$ cat config.mk
export PLATFORM = sky130hd
export DESIGN_NAME = mem_port_arbiter
export DESIGN_NICKNAME = d
export VERILOG_FILES = /design/src/rtl/mem_port_arbiter.sv
export SDC_FILE = /design/constraint.sdc
export NUM_CORES = 1
export LEC_CHECK = 0
export ABC_AREA = 1
export CAP_MARGIN = 5
export CORE_UTILIZATION = 35
export CTS_CLUSTER_SIZE = 14
export DETAILED_ROUTE_END_ITERATION = 10
export PLACE_DENSITY = 0.71
export SETUP_SLACK_MARGIN = 0.5
export SYNTH_ARGS = -nofsm -noshare
export SYNTH_HDL_FRONTEND = slang
export SYNTH_SLANG_ARGS = --single-unit
$ cat constraint.sdc
create_clock -name clk -period 3.5 [get_ports clk]
set_input_delay 0.525 -clock clk [delete_from_list [all_inputs] [get_ports clk]]
set_output_delay 0.525 -clock clk [all_outputs]
set_load 0.005 [all_outputs]
$ cat src/rtl/mem_port_arbiter.sv
// Round-robin arbiter sharing one single-word mainMem port between instruction fetch (I)
// and load/store (D); every burst is issued as a sequence of single-word beats.
module mem_port_arbiter #(
  parameter int unsigned ADDRESS_SIZE = 32,
  parameter int unsigned DATA_SIZE    = 32,
  parameter int unsigned ACCESS_SIZE  = 2
) (
  input  logic                    clk,
  input  logic                    reset,
  input  logic                    i_req,
  input  logic [ADDRESS_SIZE-1:0] i_addr,
  input  logic [ACCESS_SIZE-1:0]  i_acc_size,
  output logic                    i_gnt,
  output logic [DATA_SIZE-1:0]    i_rdata,
  output logic                    i_rvalid,
  output logic                    i_done,
  input  logic                    d_req,
  input  logic [ADDRESS_SIZE-1:0] d_addr,
  input  logic [ACCESS_SIZE-1:0]  d_acc_size,
  input  logic                    d_wren,
  input  logic [DATA_SIZE-1:0]    d_wdata,
  output logic                    d_gnt,
  output logic                    d_wready,
  output logic [DATA_SIZE-1:0]    d_rdata,
  output logic                    d_rvalid,
  output logic                    d_done,
  output logic [ADDRESS_SIZE-1:0] mem_addr,
  output logic [DATA_SIZE-1:0]    mem_d_in,
  input  logic [DATA_SIZE-1:0]    mem_d_out,
  output logic [ACCESS_SIZE-1:0]  mem_acc_size,
  output logic                    mem_wren,
  output logic                    mem_enable
);

  localparam int unsigned CNT_W = 4;

  typedef enum logic [1:0] {IDLE, GRANT, BEAT, DRAIN} state_t;

  state_t                  state;
  logic                    owner_d;
  logic                    prefer_d;
  logic                    wren_q;
  logic [CNT_W-1:0]        cnt;
  logic [CNT_W-1:0]        last;
  logic [ADDRESS_SIZE-1:0] base;
  logic                    pick_d;
  logic [ADDRESS_SIZE-1:0] req_addr;
  logic [CNT_W-1:0]        cnt_nxt;

  // Index of the final beat for a burst length code (1/4/8/16 words).
  function automatic logic [CNT_W-1:0] last_beat(input logic [1:0] code);
    case (code)
      2'b00:   last_beat = CNT_W'(0);
      2'b01:   last_beat = CNT_W'(3);
      2'b10:   last_beat = CNT_W'(7);
      default: last_beat = CNT_W'(15);
    endcase
  endfunction

  // Lone requester wins; on a tie the one not granted last wins.
  assign pick_d   = d_req & (~i_req | prefer_d);
  assign req_addr = pick_d ? d_addr : i_addr;
  assign cnt_nxt  = cnt + 1'b1;

  assign i_rdata      = mem_d_out;
  assign d_rdata      = mem_d_out;
  assign mem_acc_size = '0;
  assign mem_d_in     = mem_wren ? d_wdata : '0;
  assign d_wready     = mem_wren;

  always_ff @(posedge clk or posedge reset) begin
    if (reset) begin
      state      <= IDLE;
      owner_d    <= 1'b0;
      prefer_d   <= 1'b1;
      wren_q     <= 1'b0;
      cnt        <= '0;
      last       <= '0;
      base       <= '0;
      i_gnt      <= 1'b0;
      d_gnt      <= 1'b0;
      i_rvalid   <= 1'b0;
      d_rvalid   <= 1'b0;
      i_done     <= 1'b0;
      d_done     <= 1'b0;
      mem_enable <= 1'b0;
      mem_wren   <= 1'b0;
      mem_addr   <= '0;
    end else begin
      i_gnt      <= 1'b0;
      d_gnt      <= 1'b0;
      i_rvalid   <= 1'b0;
      d_rvalid   <= 1'b0;
      i_done     <= 1'b0;
      d_done     <= 1'b0;
      mem_enable <= 1'b0;
      mem_wren   <= 1'b0;
      mem_addr   <= '0;
      case (state)
        IDLE: begin
          if (i_req || d_req) begin
            owner_d <= pick_d;
            base    <= req_addr & ~ADDRESS_SIZE'(3);
            last    <= last_beat(pick_d ? d_acc_size[1:0] : i_acc_size[1:0]);
            wren_q  <= pick_d & d_wren;
            i_gnt   <= ~pick_d;
            d_gnt   <= pick_d;
            state   <= GRANT;
          end
        end
        GRANT: begin
          cnt        <= '0;
          prefer_d   <= ~owner_d;
          mem_enable <= 1'b1;
          mem_addr   <= base;
          mem_wren   <= wren_q;
          d_done     <= wren_q && (last == '0);
          state      <= BEAT;
        end
        BEAT: begin
          // Read data for the beat just issued appears one cycle later.
          i_rvalid <= ~wren_q & ~owner_d;
          d_rvalid <= ~wren_q & owner_d;
          if (cnt == last) begin
            if (wren_q) begin
              state <= IDLE;
            end else begin
              i_done <= ~owner_d;
              d_done <= owner_d;
              state  <= DRAIN;
            end
          end else begin
            cnt        <= cnt_nxt;
            mem_enable <= 1'b1;
            mem_addr   <= base + ADDRESS_SIZE'({cnt_nxt, 2'b00});
            mem_wren   <= wren_q;
            d_done     <= wren_q && (cnt_nxt == last);
          end
        end
        DRAIN:   state <= IDLE;
        default: state <= IDLE;
      endcase
    end
  end

endmodule

==> results.json, run 1 <==
{
  "status": "finished, violations left",
  "violations": "design-rule violations",
  "cp_max_fo": 6,
  "cts.clk_slew.worst_paths_ns": 0.06,
  "whs_ns": 0.472,
  "synth_fa_ha_area_share_pct": 2.27,
  "dp_hpwl_mm": 11.3,
  "boundaryPins": 276,
  "critPathMaxStageDelay_ns": 0.45,
  "drtIter0Drc": 315,
  "fp.dieW_microns": 125,
  "cts_max_level": 3,
  "timing.fmax_mhz": 419,
  "hold_buffers": 0,
  "synthSimpleGateAreaFrac_pct": 27.6,
  "synthCells": 735,
  "swShare_pct": 42.7,
  "synth_mux_area_share_pct": 0.189,
  "grt_overflow": 0,
  "syn_area_sq_um": 5300,
  "switchingPower_mw": 2.19,
  "start_util_pct": 36.2,
  "fin_nets": 983,
  "synth-async-reset-ratio_pct": 100,
  "start_kind": "flip-flop",
  "rsz0062_at_grt": "no",
  "tightest_slew_ns": 0.533,
  "dieArea_sq_um": 15600,
  "crit_slowest_cell": "fa_1",
  "synth_top_family_by_area": "simple AND/OR/NAND/NOR gates",
  "n_fill_cell": 1448,
  "multi_input_area_sq_um": 2250,
  "crit_arrival_ns": 2.66,
  "cts_root_buf": "clkbuf_16",
  "cts.repair.resized": 0,
  "tns_ns": 0,
  "wire_per_inst_microns": 14.8,
  "ir_worst_vdd_mv": 0.366,
  "instances_no_fill": 1026,
  "numPortBuffers": 171,
  "yosys.area_share.xor_xnor_pct": 0.992,
  "comb_power_share_pct": 49.3,
  "grt_use_total_pct": 19.8,
  "p_clk_share_pct": 18.1,
  "clk_latency_ns": 0.34,
  "cts_tree": "done",
  "rows": 44,
  "vias_per_cell": 4.76,
  "ys_ff_latch": 80,
  "seq_area_frac_synth_pct": 37.8,
  "required_ns": 3.77,
  "min_period_over_period_pct": 68.2,
  "synth_compound_area_share_pct": 11.0,
  "crit_chain": "ha_1 -> inv_1 -> fa_1 -> nor2_1 -> nor2_2 -> inv_1 -> nand3_4 -> nor2_4 -> nand2_1 -> nand2_1 -> nand2_1 -> a21oi_2",
  "final_core_util_pct": 47.6,
  "dp_cells": 1010,
  "vias": 4884,
  "clockBufferDepth": 2,
  "syn_avg_cell_area_sq_um": 7.21,
  "drv_slew": 0,
  "grt_max_degree": 81,
  "drt_pass1_iterations": 8,
  "p_seq_share_pct": 32.7,
  "antennaDiodeCount": 0,
  "final_hold_viol_count": 0,
  "power.leakage_nw": 3.29,
  "pwr_density_cell_nw_per_um2": 735,
  "hold_path_class": "reg2reg",
  "synth-edff-count": 0,
  "max-slew-margin-rel_pct": 64.1,
  "drive_gt1_share_pct": 6.53,
  "grt_pass1_wl_mm": 24.4,
  "cap_viol_max_count": 0,
  "finalSetupViolations": 0,
  "syn_to_final_growth_pct": 31.7,
  "core_area_sq_um": 14600,
  "fin_area_sq_um": 6970,
  "drcViolationCount": 46,
  "die_h_microns": 125,
  "antenna_found_initial": 0,
  "seqCellArea_sq_um": 2000,
  "numCtsBuffers": 9,
  "routed_wl_mm": 15.1,
  "p_int_mw": 2.93,
  "yosys_warnings": 0,
  "grt_pass1_vias": 4708,
  "ant_nets": 0,
  "fin_crit_ns": 2.39,
  "clock_sinks": 80,
  "skew_ns": 0.00599,
  "cpMostUsedCell": "nand2_1",
  "post_cts_buffers": 0,
  "dpl-instance-area_sq_um": 6690,
  "gp_congestion": 0.900,
  "critPathCaptureType": "flip-flop",
  "synth_ff_type": "dfrtp_1",
  "crit_type": "reg2reg",
  "yosys.cell_types.count": 43
}
[kinds of logic (layout without fill, tap and decap cells)]
logic type               after synthesis  after routing
AO/OA/AOI/OAI                         94             94
XOR/XNOR                               6              6
adder cells (fa/ha/maj)                9              9
buffers and inverters                202            306
flip-flops                            80             80
multiplexers                           1              1
other                                  1              4
AND/OR/NAND/NOR                      342            342
[layout by cell type (no fill, tap or decap), types with 2 or more instances in the layout]
cell type and count:
nor2_2 7, nor2_4 3, o211ai_1 24, dfrtp_1 79
clkinvlp_4 2, a21oi_2 5, ha_1 8, conb_1 4
inv_1 106, o21ai_1 8, xnor2_1 3, nand4_1 9
clkinv_2 4, nand2_2 6, a21oi_1 22, o22ai_1 6
xor2_1 3, nand2_1 226, o21ai_0 21, clkdlybuf4s50_1 171
a22oi_1 2, inv_2 2, clkinv_1 2, o21bai_1 3
nand3_1 37, nor3_1 4, nor2_1 42, buf_4 6
clkbuf_16 9
[metrics by stage]
step / setup WS [ns] / total power, mW
after floorplan: 0.925 / 3.19
after global placement: 1.04 / 4.16
after detailed placement: 0.983 / 4.20
after CTS: 1.12 / 5.14
after global routing: 0.940 / 5.53
final: 1.11 / 5.12
[per-layer routing]
metal	global-route usage [%]	wire, microns	vias to the layer above
li1	-	-	2428
met1	25.4	6600	2204
met2	32.3	6970	230
met3	4.84	1200	22
met4	7.25	358	0
met5	0	0	-
[final timing paths]
check                      startpoint           end  slack, ns  depth (start not counted)
max                            cnt[0]  mem_addr[30]       1.11                         12
min                           owner_d      i_rvalid       0.47                          1
max reg2reg                    cnt[0]  mem_addr[30]       1.11                         12
min reg2reg                   owner_d      i_rvalid       0.47                          1
max in group asynchronous       reset  mem_addr[22]       2.58                          3
min in group asynchronous       reset      i_rvalid       0.57                          3
[synthesized netlist by cell type, types with 2 or more instances]
cell      instances  share of area [%]
nor2_4            3               0.64
nand3_1          37                3.5
a22oi_1           2               0.28
inv_2             2               0.14
xnor2_1           3               0.50
nand4_1           9                1.1
buf_2             8               0.76
a21oi_1          23                2.2
buf_4            69                9.8
clkinv_1          2               0.14
o22ai_1           6               0.71
nor2_2            6               0.71
o21ai_0          21                2.0
o21ai_1           8               0.76
xor2_1            3               0.50
ha_1              8                1.9
a21oi_2           4               0.66
nand2_2           6               0.71
o211ai_1         24                3.4
nor2_1           43                3.0
clkbuf_1          9               0.64
buf_6             4               0.85
inv_1           107                7.6
dfrtp_1          79                 37
nand2_1         226                 16
o21bai_1          3               0.43
nor3_1            4               0.38
[area by class of cell]
cell class / instances / share of cell area, %
multi-input combinational: 456 / 32.2
clock inverter: 6 / 0.861
clock buffer: 10 / 3.28
timing repair buffer: 178 / 25.5
sequential: 80 / 28.7
inverter: 112 / 6.12
tap: 184 / 3.30
[worst max-delay path, delay by kind of cell (launching register included)]
family / cells / cell delay [ns]
flops: 1 / 0.42
fa+ha+maj: 2 / 0.80
buf+inv: 2 / 0.24
simple gates: 7 / 0.73
compound gates: 1 / 0.12
[power by group through the flow]
stage | Clock, mW | Sequential, mW | Combinational [mW]
after floorplan | 0 | 1.60 | 1.59
after global placement | 0 | 1.68 | 2.48
after detailed placement | 0 | 1.67 | 2.53
after CTS | 0.939 | 1.67 | 2.54
after global routing | 0.975 | 1.73 | 2.82
final | 0.925 | 1.67 | 2.53
[state kept, by name, indices dropped and copies added, names as in the netlist, 2 cells and up]
| register | count |
|---|---|
| cnt | 4 |
| base | 30 |
| mem_addr | 30 |
| state | 2 |
| last | 3 |
(Power assumes the default switching activity.)
==> inputs of run 2 (changes only) <==
Clock period 3.5 ns to 2.3 ns, I/O delays scaled along.
==> results.json, run 2 (same netlist as run 1, synthesis figures left out) <==
{
  "switchingPower_mw": 3.81,
  "hold_path_class": "in2async",
  "skew_ns": 0.00647,
  "drive_gt1_share_pct": 21.2,
  "r2r_cells": 12,
  "drtIter0Drc": 363,
  "antenna_found_initial": 0,
  "drt_pass1_iterations": 8,
  "status": "finished, violations left",
  "cts_root_buf": "clkbuf_16",
  "grt_pass1_wl_mm": 25.9,
  "critPathCaptureType": "flip-flop",
  "cp_max_fo": 5,
  "vias_per_cell": 4.84,
  "r2r_start": "cnt[0]",
  "antennaDiodeCount": 0,
  "syn_to_final_growth_pct": 44.9,
  "die_h_microns": 125,
  "ir_worst_vdd_mv": 0.539,
  "rows": 44,
  "p_seq_share_pct": 29.9,
  "n_fill_cell": 1399,
  "p_clk_share_pct": 16.0,
  "dieArea_sq_um": 15600,
  "boundaryPins": 276,
  "drcViolationCount": 46,
  "cp-startpoint": "cnt[0]",
  "pwr_density_cell_nw_per_um2": 1150,
  "clk_latency_ns": 0.34,
  "dpl_worst_slack_ns": 0.0932,
  "p_int_mw": 4.99,
  "clockBufferDepth": 2,
  "final_hold_viol_count": 0,
  "swShare_pct": 43.3,
  "required_ns": 2.56,
  "numCtsBuffers": 9,
  "grt_max_degree": 81,
  "vias": 5157,
  "violations": "design-rule violations",
  "power.leakage_nw": 3.63,
  "hold_buffers": 0,
  "wire_per_inst_microns": 15.6,
  "grt_overflow": 0,
  "comb_power_share_pct": 54.1,
  "cts_max_level": 3,
  "min_period_over_period_pct": 91.1,
  "cts_tree": "done",
  "fin_crit_ns": 2.09,
  "clock_sinks": 80,
  "gp_congestion": 0.892,
  "finalSetupViolations": 0,
  "fin_nets": 1023,
  "rsz0062_at_grt": "yes",
  "core_area_sq_um": 14600,
  "final_common_cell": "nand2_1",
  "drv_slew": 0,
  "crit_type": "reg2reg",
  "reg_top3": "base: 30 flops, mem_addr: 30 flops, cnt: 4 flops",
  "timing.final.ws_setup_ns": 0.206,
  "fp.dieW_microns": 125,
  "ant_nets": 0,
  "dp_hpwl_mm": 12.0,
  "start_kind": "flip-flop",
  "tns_ns": 0,
  "final_cell_mix": "nand2_1 (199), clkdlybuf4s50_1 (137), inv_1 (100)",
  "cap_viol_max_count": 0,
  "grt_pass1_vias": 4897,
  "crit_arrival_ns": 2.36,
  "start_util_pct": 36.2,
  "routed_wl_mm": 16.6,
  "numPortBuffers": 171,
  "grt_use_total_pct": 21.4,
  "cts.clk_slew.worst_paths_ns": 0.06,
  "timing.fmax_mhz": 477
}
[run 2: per-stage QoR]
| step | utilization [%] | power [mW] | hold WS [ns] | instances | instance area [sq um] |
|---|---|---|---|---|---|
| finish | 52.4 | 8.80 | 0.459 | 1066 | 7670 |
| floorplan | - | 4.92 | 0.442 | 738 | 5370 |
| global route | 52.4 | 9.44 | 0.508 | 1066 | 7670 |
| global placement | 46.5 | 6.51 | 0.468 | 1016 | 6810 |
| detailed placement | 46.5 | 6.56 | 0.469 | 1016 | 6810 |
| CTS | 51.1 | 8.43 | 0.478 | 1059 | 7490 |
[run 2: cell type report]
cell class,count,area [sq um],area share [%]
tap,184,230,3.00
multi-input combinational,457,2630,34.3
clock inverter,6,60.1,0.783
clock buffer,10,229,2.98
sequential,80,2010,26.2
inverter,112,429,5.59
timing repair buffer,217,2080,27.2
[run 2: final timing paths]
check,slack [ns],endpoint
worst max register to register,0.21,mem_addr[21]
min in group clk,0.47,i_rvalid
worst min register to register,0.47,i_rvalid
worst max-delay path,0.21,mem_addr[21]
worst min-delay path,0.46,i_done
max in group asynchronous,1.48,cnt[1]
[run 2: power groups by stage]
| stage | Sequential (mW) | Combinational [mW] | Clock, mW |
|---|---|---|---|
| after detailed placement | 2.60 | 3.96 | 0 |
| after global placement | 2.60 | 3.91 | 0 |
| after CTS | 2.60 | 4.40 | 1.42 |
| after floorplan | 2.45 | 2.47 | 0 |
| after global routing | 2.71 | 5.23 | 1.49 |
| final | 2.63 | 4.76 | 1.41 |
[run 2: repair_timing]
action                     4_1_cts  5_1_grt
resized for setup               85      101
pin swaps                       21       26
setup endpoints to repair       61       77
cloned                           2        0
buffers inserted                25        7
[run 2: critical path: stages (launching register included)]
cell and delay (ns):
dfrtp_2 0.46, nand3_4 0.11, xor2_4 0.18, inv_2 0.06
ha_4 0.31, nand2_4 0.07, nor2_4 0.14, nand2_2 0.08
o21ai_4 0.23, inv_1 0.07, o21ai_1 0.11, nand2_1 0.06
a21oi_1 0.12
[run 2: per-layer routing]
| metal | global-route usage (%) | up-vias | part of all wire (%) |
|---|---|---|---|
| met1 | 25.8 | 2361 | 41 |
| met5 | 0 | - | 0 |
| met3 | 5.73 | 31 | 8.1 |
| li1 | - | 2511 | - |
| met2 | 37.1 | 254 | 48 |
| met4 | 6.38 | 0 | 2.7 |
